**src/rtl/approx_error_monitor_pkg.sv**
```systemverilog
// Shared types and helpers for the approximate-multiplier error monitor.
package approx_pkg;

    // Default operand width of the multiplier under characterisation.
    localparam int unsigned WIDTH_DEF = 8;

    // Widest product handled by abs_diff; callers cast to their own width.
    localparam int unsigned MAX_PROD_W = 64;

    // Window-control states.
    typedef enum logic [1:0] {
        ST_IDLE  = 2'd0,
        ST_RUN   = 2'd1,
        ST_DRAIN = 2'd2,
        ST_DONE  = 2'd3
    } state_t;

    // Unsigned magnitude of a - b.
    function automatic logic [MAX_PROD_W-1:0] abs_diff(
        input logic [MAX_PROD_W-1:0] a,
        input logic [MAX_PROD_W-1:0] b
    );
        if (a >= b) begin
            abs_diff = a - b;
        end else begin
            abs_diff = b - a;
        end
    endfunction

endpackage

```
**src/rtl/approx_error_monitor_mult.sv**
```systemverilog
// Golden unsigned WIDTH x WIDTH multiplier used as the error reference.
module exact_multiplier #(
    parameter int unsigned WIDTH = 8
) (
    input  logic [WIDTH-1:0]   a,
    input  logic [WIDTH-1:0]   b,
    output logic [2*WIDTH-1:0] product
);

    localparam int unsigned PW = 2 * WIDTH;

    // Full-precision product; both operands widened so no bits are lost.
    always_comb begin
        product = PW'(a) * PW'(b);
    end

endmodule

```
**src/rtl/approx_error_monitor.sv**
```systemverilog
// Accumulates error statistics of an approximate multiplier over a
// window of 2^SAMPLES_LOG2 samples: error count, summed and worst-case
// error distance against an exact product recomputed here.
module approx_error_monitor
    import approx_pkg::*;
#(
    parameter int unsigned WIDTH        = WIDTH_DEF,
    parameter int unsigned SAMPLES_LOG2 = 8
) (
    input  logic                             clk,
    input  logic                             rst,
    input  logic                             start,
    input  logic                             in_valid,
    output logic                             in_ready,
    input  logic [WIDTH-1:0]                 in1,
    input  logic [WIDTH-1:0]                 in2,
    input  logic [2*WIDTH-1:0]               approx_out,
    output logic                             done,
    output logic [SAMPLES_LOG2:0]            err_count,
    output logic [2*WIDTH+SAMPLES_LOG2-1:0]  sum_ed,
    output logic [2*WIDTH-1:0]               max_ed,
    output logic                             busy
);

    localparam int unsigned PW = 2 * WIDTH;
    localparam int unsigned SW = PW + SAMPLES_LOG2;
    localparam int unsigned CW = SAMPLES_LOG2 + 1;
    localparam logic [CW-1:0] N_SAMPLES = CW'(2 ** SAMPLES_LOG2);

    state_t            state;
    logic [CW-1:0]     sample_cnt;

    logic              s1_valid;
    logic [WIDTH-1:0]  s1_in1;
    logic [WIDTH-1:0]  s1_in2;
    logic [PW-1:0]     s1_approx;

    logic [PW-1:0]     exact;
    logic [PW-1:0]     ed;
    logic              handshake;
    logic              clear;

    assign handshake = in_valid & in_ready;
    // A start is honoured only between windows; clears stats on the same edge.
    assign clear     = start & ((state == ST_IDLE) | (state == ST_DONE));

    // Window control FSM with registered handshake/status outputs.
    always_ff @(posedge clk or posedge rst) begin
        if (rst) begin
            state      <= ST_IDLE;
            in_ready   <= 1'b0;
            busy       <= 1'b0;
            done       <= 1'b0;
            sample_cnt <= '0;
        end else begin
            case (state)
                ST_IDLE, ST_DONE: begin
                    if (start) begin
                        state      <= ST_RUN;
                        in_ready   <= 1'b1;
                        busy       <= 1'b1;
                        done       <= 1'b0;
                        sample_cnt <= '0;
                    end
                end
                ST_RUN: begin
                    if (handshake) begin
                        sample_cnt <= sample_cnt + CW'(1);
                        if (sample_cnt + CW'(1) == N_SAMPLES) begin
                            state    <= ST_DRAIN;
                            in_ready <= 1'b0;
                        end
                    end
                end
                ST_DRAIN: begin
                    // Last sample sits in S1 and is accumulated on this edge.
                    if (s1_valid) begin
                        state <= ST_DONE;
                        busy  <= 1'b0;
                        done  <= 1'b1;
                    end
                end
                default: begin
                    state    <= ST_IDLE;
                    in_ready <= 1'b0;
                    busy     <= 1'b0;
                    done     <= 1'b0;
                end
            endcase
        end
    end

    // S1: capture the operand/product triple on handshake.
    always_ff @(posedge clk or posedge rst) begin
        if (rst) begin
            s1_valid  <= 1'b0;
            s1_in1    <= '0;
            s1_in2    <= '0;
            s1_approx <= '0;
        end else begin
            s1_valid <= handshake;
            if (handshake) begin
                s1_in1    <= in1;
                s1_in2    <= in2;
                s1_approx <= approx_out;
            end
        end
    end

    exact_multiplier #(
        .WIDTH (WIDTH)
    ) u_exact_multiplier (
        .a       (s1_in1),
        .b       (s1_in2),
        .product (exact)
    );

    // S2: error distance between the golden and approximate products.
    always_comb begin
        ed = PW'(abs_diff(MAX_PROD_W'(exact), MAX_PROD_W'(s1_approx)));
    end

    // S2: statistics accumulators, cleared when a new window opens.
    always_ff @(posedge clk or posedge rst) begin
        if (rst) begin
            err_count <= '0;
            sum_ed    <= '0;
            max_ed    <= '0;
        end else if (clear) begin
            err_count <= '0;
            sum_ed    <= '0;
            max_ed    <= '0;
        end else if (s1_valid) begin
            err_count <= err_count + CW'(ed != '0);
            sum_ed    <= sum_ed + SW'(ed);
            if (ed > max_ed) begin
                max_ed <= ed;
            end
        end
    end

endmodule
```
**config.mk**
```make
export PLATFORM = sky130hd
export DESIGN_NAME = approx_error_monitor
export DESIGN_NICKNAME = d
export VERILOG_FILES = /design/src/rtl/approx_error_monitor_pkg.sv /design/src/rtl/approx_error_monitor_mult.sv /design/src/rtl/approx_error_monitor.sv
export SDC_FILE = /design/constraint.sdc
export NUM_CORES = 1
export LEC_CHECK = 0
export CAP_MARGIN = 20
export CORE_AREA = 2 2 147 149
export DETAILED_ROUTE_END_ITERATION = 10
export DIE_AREA = 0 0 149 151
export PLACE_DENSITY = 0.62
export SLEW_MARGIN = 20
export SYNTH_ARGS = -nofsm -noshare
export SYNTH_HDL_FRONTEND = slang
export SYNTH_SLANG_ARGS = --single-unit
```
**constraint.sdc**
```tcl
create_clock -name clk -period 11.3 [get_ports clk]
set_input_delay 1.695 -clock clk [delete_from_list [all_inputs] [get_ports clk]]
set_output_delay 1.695 -clock clk [all_outputs]
set_load 0.01 [all_outputs]
```
==> flow_summary.html <==
<table>
<tr><th>Metric</th><th>Value</th></tr>
<tr><th colspan="2">Setup path</th></tr>
<tr><td>Critical Path Fanout Max</td><td>17</td></tr>
<tr><td>Arrival time at the worst endpoint</td><td>10.15 ns</td></tr>
<tr><td>Max stage delay cell, worst path</td><td>o31ai_4</td></tr>
<tr><td>Number of cells traversed by the worst register-to-register path</td><td>35</td></tr>
<tr><td>CP bufs+invs</td><td>2</td></tr>
<tr><td>Dominant delay contributor by cell family on the critical path</td><td>compound AO/OA/AOI/OAI gates</td></tr>
<tr><td>Worst setup SP type</td><td>register</td></tr>
<tr><td>Launch point of the worst reg-to-reg path</td><td>s1_in1[1]</td></tr>
<tr><td>Critical path endpoint category</td><td>register</td></tr>
<tr><td>Req. time, crit path</td><td>11.58 ns</td></tr>
<tr><td>Kind of critical path</td><td>reg -&gt; reg</td></tr>
<tr><td>Reg2reg end</td><td>max_ed[2]</td></tr>
<tr><td>Internal reg-to-reg setup slack</td><td>1.42 ns</td></tr>
<tr><td>Maximum single-stage delay on the critical path</td><td>0.56 ns</td></tr>
<tr><td>Top cell by count, worst path</td><td>a21oi_1</td></tr>
<tr><th colspan="2">STA</th></tr>
<tr><td>Fin Clk Skew</td><td>0.00984 ns</td></tr>
<tr><td>Post-layout minimum cycle time</td><td>9.88 ns</td></tr>
<tr><td>RSZ-0062 raised after global routing</td><td>false</td></tr>
<tr><td>Period utilization</td><td>0.874</td></tr>
<tr><td>Highest clock frequency the design can meet</td><td>0.101 GHz</td></tr>
<tr><td>Fin Setup TNS</td><td>0 ns</td></tr>
<tr><td>Final-report hold violation count</td><td>0</td></tr>
<tr><td>Number of pins exceeding their max-slew limit in the final report</td><td>0</td></tr>
<tr><td>Relative slew slack</td><td>0.335</td></tr>
<tr><td>Finish-stage setup viols</td><td>0</td></tr>
<tr><td>Crit path setup slack, layout</td><td>1.42 ns</td></tr>
<tr><td>Worst-margin pin slew</td><td>0.997 ns</td></tr>
<tr><th colspan="2">Yosys</th></tr>
<tr><td>Ys flop type</td><td>dfrtp_1</td></tr>
<tr><td>Number of nets produced by synthesis</td><td>1,207</td></tr>
<tr><td>Gate count of the mapped netlist</td><td>1,031</td></tr>
<tr><td>Number of flops mapped to enable cells by yosys</td><td>0</td></tr>
<tr><td>Ys async rst share</td><td>1.00</td></tr>
<tr><td>Distinct cell type count after synthesis</td><td>76</td></tr>
<tr><td>Yosys synthesis warning count</td><td>0</td></tr>
<tr><td>Mean post-synth cell area</td><td>8.83 um2</td></tr>
<tr><td>Sequential fraction of the synthesis area</td><td>0.264</td></tr>
<tr><td>Synthesized area</td><td>9100 um2</td></tr>
<tr><td>Post-synthesis sequential element count</td><td>96</td></tr>
<tr><th colspan="2">Global routing</th></tr>
<tr><td>Vias in the first global route</td><td>7,233</td></tr>
<tr><td>First-pass GRT wire length</td><td>36,700 um</td></tr>
<tr><td>Pin count of the biggest net entering global routing</td><td>76</td></tr>
<tr><td>Antenna violations before repair</td><td>0</td></tr>
<tr><td>Leftover overflow at the end of global routing</td><td>0</td></tr>
<tr><td>Total Routing Usage GR</td><td>0.204</td></tr>
<tr><th colspan="2">Final layout</th></tr>
<tr><td>Filler Cell Count</td><td>2,043</td></tr>
<tr><td>Share of layout cells above drive strength 1</td><td>0.0585</td></tr>
<tr><td>Number of antenna diodes</td><td>0</td></tr>
<tr><td>Net count, final</td><td>1,283</td></tr>
<tr><td>P&amp;R area growth vs syn</td><td>15.8%</td></tr>
<tr><td>Post-layout util</td><td>0.506</td></tr>
<tr><th colspan="2">CTS</th></tr>
<tr><td>Insertion delay to the later sink of the worst-skew pair</td><td>0.37 ns</td></tr>
<tr><td>Cts repair resizes</td><td>0</td></tr>
<tr><td>Clock slew at reported path FFs</td><td>0.08 ns</td></tr>
<tr><td>CTS tree</td><td>yes</td></tr>
<tr><td>Post-CTS setup buffers</td><td>0</td></tr>
<tr><td>Number of clock buffers inserted by TritonCTS</td><td>9</td></tr>
<tr><td>Cell at the root of the clock tree</td><td>clkbuf_16</td></tr>
<tr><td>Maximum number of buffers from clock root to sink</td><td>2</td></tr>
<tr><td>H-tree levels</td><td>3</td></tr>
<tr><td>Clock sink count</td><td>96</td></tr>
<tr><td>Post-cts hold buffer count</td><td>0</td></tr>
<tr><th colspan="2">Die</th></tr>
<tr><td>Horizontal extent of the die</td><td>149 um</td></tr>
<tr><td>Top-Level Pins</td><td>88</td></tr>
<tr><td>Number of standard-cell rows in the floorplan</td><td>53</td></tr>
<tr><td>Overall die area</td><td>22,500 um2</td></tr>
<tr><td>Placeable core region</td><td>20,800 um2</td></tr>
<tr><td>Vert. Die Dim</td><td>151 um</td></tr>
<tr><td>Effective utilization at floorplan</td><td>0.437</td></tr>
<tr><th colspan="2">Routing</th></tr>
<tr><td>Number of nets still failing antenna checks after routing</td><td>0</td></tr>
<tr><td>Drt first-iter violations</td><td>389</td></tr>
<tr><td>First-pass iteration count of the detailed router</td><td>5</td></tr>
<tr><td>Via count of the routed design</td><td>7,533</td></tr>
<tr><td>Average detailed-routed wire length per instance</td><td>16.0 um</td></tr>
<tr><td>Number of remaining DRC errors</td><td>0</td></tr>
<tr><td>Detail-routed via count per cell</td><td>5.43</td></tr>
<tr><td>Final WL</td><td>22,100 um</td></tr>
<tr><th colspan="2">Min path</th></tr>
<tr><td>Worst min-delay path startpoint</td><td>in_ready</td></tr>
<tr><td>Number of instances on the worst hold path</td><td>1</td></tr>
<tr><td>Terminating pin of the worst hold path</td><td>in_ready</td></tr>
<tr><td>Hold crit path type</td><td>reg -&gt; reg</td></tr>
<tr><th colspan="2">Placement</th></tr>
<tr><td>Placer's final routability congestion estimate</td><td>0.884</td></tr>
<tr><td>Setup slack after placement</td><td>1.42 ns</td></tr>
<tr><td>Final HPWL DP</td><td>17,400 um</td></tr>
<tr><td>Count of buffers inserted at the top-level ports</td><td>87</td></tr>
<tr><th colspan="2">Flow run</th></tr>
<tr><td>Max-capacitance violation count</td><td>0</td></tr>
<tr><th colspan="2">Outcome</th></tr>
<tr><td>Run status</td><td>complete, no violations</td></tr>
</table>
cells in the final DEF (no fill, tap or decap), types with 28 or more instances in the layout:
cell type and count:
dfrtp_1 96, o21ai_0 55, clkdlybuf4s50_1 87, and2_1 53, nand2_1 87, nor2_1 66
inv_1 121, fa_1 38, a21oi_1 67, ha_1 102, xnor2_1 28
synthesized netlist by cell type, drive strengths merged (5+ instances only):
library cell / count / area share
o211ai: 14 / 0.012
xnor2: 28 / 0.027
xor2: 24 / 0.024
clkbuf: 13 / 0.0055
mux2i: 22 / 0.024
nor2b: 10 / 0.0069
nand3: 26 / 0.014
o31ai: 8 / 0.011
o21ai: 57 / 0.031
nor3: 23 / 0.013
o21bai: 8 / 0.0066
a21oi: 69 / 0.040
mux2: 20 / 0.025
nor4: 5 / 0.0034
a211oi: 5 / 0.0041
a22o: 6 / 0.0058
inv: 122 / 0.050
ha: 102 / 0.14
nand2: 88 / 0.037
and2: 54 / 0.037
dfrtp: 96 / 0.26
nand4: 10 / 0.0069
a31oi: 7 / 0.0048
fa: 38 / 0.084
nor2: 67 / 0.028
buf: 16 / 0.0096
and3: 7 / 0.0048
nand2b: 5 / 0.0034
a21o: 17 / 0.014
stage by stage:
| step | instance area (um2) | hold slack [ns] | cells |
|---|---|---|---|
| 3_3_place_gp | 10200 | 0.507 | 1371 |
| 4_1_cts | 10500 | 0.526 | 1387 |
| 5_1_grt | 10500 | 0.563 | 1387 |
| 3_5_place_dp | 10200 | 0.505 | 1371 |
| 2_1_floorplan | 9100 | 0.488 | 1031 |
| 6_report | 10500 | 0.524 | 1387 |
cell families (layout without fill, tap and decap cells):
family	count (synthesis)	count (layout)	synth area share
adders and majority gates	141	141	0.225
DFF	96	96	0.264
buffers and inverters	151	232	0.0654
muxes	42	42	0.0494
xor gates and xnor gates	53	53	0.0533
AOI/OAI and AO/OA	234	234	0.172
and+or+nand+nor	314	314	0.171
metal layers:
metal  GRT usage  wire (um)  vias to the layer above
met4      0.0748        657                        0
met2       0.317       9850                      172
met3      0.0313        831                       45
met5           0          0                        -
li1            -          -                     3708
met1       0.289      10800                     3608
final cells by class:
cell class,count,area (um2),share of cell area
clock buffer,9,225,0.0214
clock inverter,7,78.8,0.00748
inverter,122,460,0.0437
multi-input combinational,784,6100,0.579
sequential,96,2400,0.228
tap,275,344,0.0326
timing repair buffer,94,927,0.0880
state kept, by name, summed over array words and instances (netlist names):
name,cells
s1_valid,1
s1_in1,8
err_count,9
done,1
in_ready,1
state,2
sample_cnt,9
busy,1
max_ed,16
sum_ed,24
s1_in2,8
s1_approx,16
worst max path at each step:
| stage | from | to | slack [ns] | depth (start not counted) |
|---|---|---|---|---|
| detailed placement | s1_in1[1] | max_ed[2] | 1.42 | 35 |
| CTS | s1_in1[1] | max_ed[2] | 1.39 | 35 |
| global placement | s1_in2[4] | max_ed[2] | 1.68 | 35 |
| global route | s1_in1[1] | max_ed[15] | 0.55 | 35 |
| finish | s1_in1[1] | max_ed[2] | 1.42 | 35 |
| floorplan | s1_in1[1] | max_ed[5] | 2.71 | 36 |
Power is left out: the tool's default activity adds up to more than one toggle a clock period on the data nets, which glitch-free logic cannot reach.
